## src/rtl/intc_pkg.sv

```systemverilog
// -----------------------------------------------------------------------------
// intc_pkg
// Shared definitions for the interrupt controller slice:
//   - default number of maskable request lines and matching vector width
//   - vector value reported while an NMI is requested or in service
//   - controller FSM state encoding
// -----------------------------------------------------------------------------
package intc_pkg;

    localparam int N_IRQ_DEF = 32'd8;
    localparam int VEC_W_DEF = 32'd3;

    // int_vector reads as this value during NMI_REQ / NMI_SERV
    localparam int unsigned NMI_VEC = 32'd0;

    typedef enum logic [2:0] {
        ST_IDLE     = 3'd0,
        ST_REQ      = 3'd1,
        ST_SERV     = 3'd2,
        ST_NMI_REQ  = 3'd3,
        ST_NMI_SERV = 3'd4
    } intc_state_e;

endpackage

```

## src/rtl/intc_prio_enc.sv

```systemverilog
// -----------------------------------------------------------------------------
// intc_prio_enc
// Combinational priority encoder, lowest set index wins.
// Ports:
//   elig  in  N   eligible request vector (pending and unmasked)
//   any   out 1   at least one bit of elig is set
//   idx   out W   index of the lowest set bit (0 when none set)
// -----------------------------------------------------------------------------
module intc_prio_enc #(
    parameter int N = 32'd8,
    parameter int W = 32'd3
) (
    input  logic [N-1:0] elig,
    output logic         any,
    output logic [W-1:0] idx
);

    // Scan from the top down so the lowest set index is the last one written
    always_comb begin
        any = |elig;
        idx = {W{1'b0}};
        for (int i = N - 1; i >= 0; i--) begin
            idx = elig[i] ? W'(i) : idx;
        end
    end

endmodule

```

## src/rtl/interrupt_controller.sv

```systemverilog
// -----------------------------------------------------------------------------
// interrupt_controller
// Collects N_IRQ maskable device requests plus one NMI, applies a mask,
// selects the highest-priority (lowest index) source and runs the request /
// acknowledge / end-of-interrupt handshake with the CPU. An NMI may preempt
// a maskable request or a maskable handler in service (one level deep).
//
// Build option: define IRQ_EDGE_TRIGGER_EN for rising-edge capture of irq_in
// (pend bit cleared by the ack of that vector). Without it, pend is irq_in
// registered for one cycle (level mode).
//
// Ports:
//   clock                   in   system clock, rising edge
//   reset                   in   synchronous active-high reset
//   irq_in[N_IRQ]           in   device request lines
//   nmi_in                  in   non-maskable request, rising-edge triggered
//   mask_wr / mask_data     in   mask register load strobe / value (1 = off)
//   CPU_busy                in   blocks starting a new maskable request
//   int_ack                 in   CPU accepts the current request
//   eoi                     in   end of the handler in service
//   interrupt_r             out  maskable request to the CPU
//   NON_maskable_interrupt  out  NMI request to the CPU
//   int_vector[VEC_W]       out  requested / in-service source (0 for NMI)
//   in_service              out  a handler is active
// -----------------------------------------------------------------------------
module interrupt_controller
    import intc_pkg::*;
#(
    parameter int N_IRQ = N_IRQ_DEF,
    parameter int VEC_W = VEC_W_DEF
) (
    input  logic             clock,
    input  logic             reset,
    input  logic [N_IRQ-1:0] irq_in,
    input  logic             nmi_in,
    input  logic             mask_wr,
    input  logic [N_IRQ-1:0] mask_data,
    input  logic             CPU_busy,
    input  logic             int_ack,
    input  logic             eoi,
    output logic             interrupt_r,
    output logic             NON_maskable_interrupt,
    output logic [VEC_W-1:0] int_vector,
    output logic             in_service
);

    intc_state_e      state_r, state_s;
    logic [N_IRQ-1:0] pend_r, pend_s, mask_r, elig_s;
    logic             nmi_prev_r, nmi_pend_r, nmi_pend_s;
    logic [VEC_W-1:0] cur_vec_r, cur_vec_s, win_s, vec_s;
    logic             resume_r, resume_s, req_held_r, req_held_s;
    logic             any_s, ack_nmi_s;
    logic             irq_out_s, nmi_out_s, ins_out_s;

    assign elig_s = pend_r & ~mask_r;

    intc_prio_enc #(
        .N (N_IRQ),
        .W (VEC_W)
    ) u_prio_enc (
        .elig (elig_s),
        .any  (any_s),
        .idx  (win_s)
    );

`ifdef IRQ_EDGE_TRIGGER_EN
    logic [N_IRQ-1:0] irq_prev_r, pend_set_s, pend_clr_s;
    logic             ack_irq_s;

    // Edge capture: a new rising edge beats a same-cycle ack clear
    always_comb begin
        ack_irq_s  = (state_r == ST_REQ) && int_ack;
        pend_set_s = irq_in & ~irq_prev_r;
        pend_clr_s = ack_irq_s ? ({{(N_IRQ-1){1'b0}}, 1'b1} << cur_vec_r)
                               : {N_IRQ{1'b0}};
        pend_s     = (pend_r & ~pend_clr_s) | pend_set_s;
    end

    // Edge-detect history for the request lines
    always_ff @(posedge clock) begin
        if (reset) begin
            irq_prev_r <= {N_IRQ{1'b0}};
        end else begin
            irq_prev_r <= irq_in;
        end
    end
`else
    // Level mode: pend simply follows the lines one cycle late
    always_comb begin
        pend_s = irq_in;
    end
`endif

    // NMI pending: a fresh rising edge beats a same-cycle ack clear
    always_comb begin
        nmi_pend_s = (nmi_pend_r & ~ack_nmi_s) | (nmi_in & ~nmi_prev_r);
    end

    // Controller FSM next state; cur_vec is never overwritten while an NMI is
    // handled, so it doubles as the saved vector of the one-level stack
    always_comb begin
        state_s    = state_r;
        cur_vec_s  = cur_vec_r;
        resume_s   = resume_r;
        req_held_s = req_held_r;
        ack_nmi_s  = 1'b0;
        case (state_r)
            ST_IDLE: begin
                if (nmi_pend_r) begin
                    state_s    = ST_NMI_REQ;
                    resume_s   = 1'b0;
                    req_held_s = 1'b0;
                end else if (any_s && !CPU_busy) begin
                    state_s   = ST_REQ;
                    cur_vec_s = win_s;
                end else begin
                    state_s = ST_IDLE;
                end
            end
            ST_REQ: begin
                if (int_ack) begin
                    state_s = ST_SERV;
                end else if (nmi_pend_r) begin
                    state_s    = ST_NMI_REQ;
                    req_held_s = 1'b1;
                    resume_s   = 1'b0;
                end else begin
                    state_s = ST_REQ;
                end
            end
            ST_SERV: begin
                // An eoi in the same cycle ends the handler, so nothing resumes
                if (nmi_pend_r) begin
                    state_s    = ST_NMI_REQ;
                    resume_s   = !eoi;
                    req_held_s = 1'b0;
                end else if (eoi) begin
                    state_s = ST_IDLE;
                end else begin
                    state_s = ST_SERV;
                end
            end
            ST_NMI_REQ: begin
                if (int_ack) begin
                    state_s   = ST_NMI_SERV;
                    ack_nmi_s = 1'b1;
                end else begin
                    state_s = ST_NMI_REQ;
                end
            end
            ST_NMI_SERV: begin
                if (eoi) begin
                    if (resume_r) begin
                        state_s = ST_SERV;
                    end else if (req_held_r) begin
                        state_s = ST_REQ;
                    end else begin
                        state_s = ST_IDLE;
                    end
                    resume_s   = 1'b0;
                    req_held_s = 1'b0;
                end else begin
                    state_s = ST_NMI_SERV;
                end
            end
            default: begin
                state_s    = ST_IDLE;
                resume_s   = 1'b0;
                req_held_s = 1'b0;
            end
        endcase
    end

    // Outputs are decoded from the next state so they can be registered
    always_comb begin
        irq_out_s = (state_s == ST_REQ);
        nmi_out_s = (state_s == ST_NMI_REQ);
        ins_out_s = (state_s == ST_SERV) || (state_s == ST_NMI_SERV);
        if ((state_s == ST_REQ) || (state_s == ST_SERV)) begin
            vec_s = cur_vec_s;
        end else begin
            vec_s = VEC_W'(NMI_VEC);
        end
    end

    // State, pending, mask and registered outputs
    always_ff @(posedge clock) begin
        if (reset) begin
            state_r                <= ST_IDLE;
            pend_r                 <= {N_IRQ{1'b0}};
            mask_r                 <= {N_IRQ{1'b1}};
            nmi_prev_r             <= 1'b0;
            nmi_pend_r             <= 1'b0;
            cur_vec_r              <= {VEC_W{1'b0}};
            resume_r               <= 1'b0;
            req_held_r             <= 1'b0;
            interrupt_r            <= 1'b0;
            NON_maskable_interrupt <= 1'b0;
            int_vector             <= {VEC_W{1'b0}};
            in_service             <= 1'b0;
        end else begin
            state_r                <= state_s;
            pend_r                 <= pend_s;
            mask_r                 <= mask_wr ? mask_data : mask_r;
            nmi_prev_r             <= nmi_in;
            nmi_pend_r             <= nmi_pend_s;
            cur_vec_r              <= cur_vec_s;
            resume_r               <= resume_s;
            req_held_r             <= req_held_s;
            interrupt_r            <= irq_out_s;
            NON_maskable_interrupt <= nmi_out_s;
            int_vector             <= vec_s;
            in_service             <= ins_out_s;
        end
    end

endmodule

```

## config.mk

```make
export PLATFORM = sky130hd
export DESIGN_NAME = interrupt_controller
export DESIGN_NICKNAME = d
export VERILOG_FILES = /design/src/rtl/intc_pkg.sv /design/src/rtl/intc_prio_enc.sv /design/src/rtl/interrupt_controller.sv
export SDC_FILE = /design/constraint.sdc
export NUM_CORES = 1
export LEC_CHECK = 0
export ABC_AREA = 1
export ABC_CLOCK_PERIOD_IN_PS = 2300
export CAP_MARGIN = 20
export CORE_MARGIN = 10
export CORE_UTILIZATION = 30
export CTS_CLUSTER_SIZE = 16
export DETAILED_ROUTE_END_ITERATION = 7
export GPL_TIMING_DRIVEN = 0
export PLACE_DENSITY = 0.49
export SYNTH_ARGS = -nofsm -noshare
export SYNTH_HDL_FRONTEND = slang
export SYNTH_SLANG_ARGS = --single-unit
```

## constraint.sdc

```tcl
create_clock -name clock -period 2.3 [get_ports clock]
set_clock_uncertainty 0.2 [all_clocks]
set_input_delay 0.345 -clock clock [delete_from_list [all_inputs] [get_ports clock]]
set_output_delay 0.345 -clock clock [all_outputs]
set_load 0.05 [all_outputs]
```

==> impl_metrics.json <==
{
  "status": "finished clean",
  "dieArea_um2": 7380,
  "detail_route.iter0.violations": 50,
  "start_kind": "flop",
  "core_area_um2": 4090,
  "syn_area_um2": 1300,
  "regToRegStartpoint": "state_r[2]",
  "r2r_end": "cur_vec_r[1]",
  "wirelength_mm": 2.81,
  "holdPathStages": 2,
  "numPortBuffers": 27,
  "cp.required_ns": 1.75,
  "detail-route-antenna-nets": 0,
  "synth_warnings": 0,
  "crit_path_top_delay_cell": "clkdlybuf4s50_1",
  "tightest_slew_ns": 0.500,
  "cts_buffers": 5,
  "routed_via_density": 4.27,
  "synth-seq-cells": 32,
  "clk_latency_ns": 0.27,
  "crit_cells": 1,
  "arrival_ns": 1.39,
  "fp.dieH_um": 85.9,
  "dpl.hpwl_mm": 2.28,
  "crit_fanout": 1,
  "grt.total_usage": 0.0795,
  "end_kind": "primary output",
  "vias": 1127,
  "min_path_type": "reg2reg",
  "setup_tns_ns": 0,
  "fin_cells": 264,
  "die_w_um": 85.9,
  "crit_end": "int_vector[0]",
  "initial_core_util": 0.319,
  "critPathBufInv": 1,
  "setup_viol": 0,
  "crit_chain": "clkdlybuf4s50_1",
  "ys_types": 21,
  "cts.sinks": 32,
  "power_density_nw_per_um2": 771,
  "crit_type": "reg2out",
  "r2r_setup_slack_ns": 0.69,
  "cellLeakagePower_nw": 0.870,
  "irDropWorstVdd_v": 0.000330,
  "max_stage_delay_ns": 0.80,
  "critical-path-top-delay-family": "buffers and inverters",
  "max_clock_freq_mhz": 516,
  "dp_cells": 256,
  "cts_root_buf": "clkbuf_8",
  "pin_count": 29,
  "synth.yosys.seq_area_share": 0.492,
  "diodes": 0,
  "h-tree-depth": 2,
  "synth.avg_cell_area_um2": 7.28,
  "grt_max_degree": 11,
  "antenna_found_initial": 0,
  "cts_setup_buffers": 0,
  "cts_tree": "built",
  "slew_viol_final": 0,
  "drive_gt1_frac": 0.0748,
  "synthesis.nets": 202,
  "grt_pass1_wl_mm": 4.74,
  "grt_pass1_vias": 1055,
  "gp_congestion": 0.800,
  "post-route-min-period_ns": 1.94,
  "ctsResizeCount": 0,
  "r2r_cells": 7,
  "layout.nets": 236,
  "drc": 0,
  "drt_pass1_iterations": 4,
  "netlist_instances": 179,
  "cts_buffer_depth": 2,
  "relSlewSlack": 0.665,
  "period_share": 0.842,
  "worstSetupStartpoint": "int_vector[0]",
  "overflow": 0,
  "hold_buffers": 0,
  "syn2layout_area_growth_pct": 33.8,
  "num_rows": 23,
  "cap_violations": 0,
  "clk_pin_slew_ns": 0.06,
  "rsz0062_at_grt": "false",
  "hold_violations": 0,
  "wl_per_cell_um": 10.7
}
## registers in the layout (all words and copies together) (netlist names)
register                count
mask_r                      8
int_vector                  3
cur_vec_r                   3
resume_r                    1
nmi_pend_r                  1
interrupt_r                 1
nmi_prev_r                  1
NON_maskable_interrupt      1
in_service                  1
state_r                     3
pend_r                      8
req_held_r                  1
## cells in the final DEF, fill, tap and decap left out, types with 2 or more instances in the layout
cell and n:
clkdlybuf4s50_1 27, buf_1 2, clkbuf_8 5, o21ai_0 12
a21boi_0 2, nand4_1 2, clkbuf_1 3, nand2_1 39
o21ai_1 2, inv_1 32, nand3_1 4, dfxtp_1 32
nand3_2 2, nor2_1 26, a21oi_1 14
## layout make-up
class,count,area [um^2]
inverter,33,124
tap,50,62.6
fill,439,2340
timing repair buffer,27,270
multi-input combinational,110,523
buffer,4,15.0
sequential,32,641
clock inverter,2,35.0
clock buffer,6,72.6
## tightest hold or removal path, stage by stage (launching register included)
cell,delay (ns)
dfxtp_1,0.30
inv_1,0.06
o21ai_0,0.06
## report_power, final
| part | leakage, nW | internal (mW) | switching [mW] | total, mW |
|---|---|---|---|---|
| clock network | 0.0552 | 0.321 | 0.191 | 0.512 |
| logic | 0.550 | 0.0897 | 0.128 | 0.217 |
| registers | 0.264 | 0.594 | 0.0214 | 0.615 |
| total | 0.870 | 1.00 | 0.339 | 1.34 |
## metal layers
metal | GRT usage | routed length, um
met1 | 0.0943 | 1350
met2 | 0.116 | 1260
met3 | 0.0435 | 169
met4 | 0.0314 | 34
met5 | 0 | 0
## synthesized netlist by cell type (all sizes together)
library cell / count / share of area
buf: 2 / 0.0058
o21ai: 14 / 0.054
nor3: 1 / 0.0077
nor3b: 1 / 0.0096
nand2: 40 / 0.12
a31oi: 1 / 0.0048
nand4: 2 / 0.0096
dfxtp: 32 / 0.49
nor2: 27 / 0.084
clkbuf: 2 / 0.0058
a21boi: 2 / 0.012
a21oi: 16 / 0.073
nand3: 6 / 0.031
inv: 33 / 0.095
## worst min path at each step
stage / start / endpoint / slack (ns)
2_1_floorplan: mask_r[1] / mask_r[1] / 0.24
3_3_place_gp: mask_r[1] / mask_r[1] / 0.25
3_5_place_dp: mask_r[2] / mask_r[2] / 0.26
4_1_cts: mask_r[2] / mask_r[2] / 0.27
5_1_grt: mask_r[2] / mask_r[2] / 0.29
6_report: mask_r[2] / mask_r[2] / 0.27
## through the flow
step           total power, mW  area, um^2  setup WS (ns)  hold WS (ns)  utilization
2_1_floorplan            0.764        1300          0.882         0.236            -
3_3_place_gp             0.843        1640          0.392         0.249        0.400
3_5_place_dp             0.846        1640          0.381         0.260        0.400
4_1_cts                   1.36        1740          0.344         0.270        0.427
5_1_grt                   1.42        1740          0.309         0.289        0.427
6_report                  1.34        1740          0.363         0.266        0.427
## cells by family after synthesis
| logic type | Yosys count | synth area share |
|---|---|---|
| simple gates | 77 | 0.258 |
| buf+inv | 37 | 0.107 |
| compound gates | 33 | 0.143 |
| flops | 32 | 0.492 |
(Power assumes the default switching activity.)
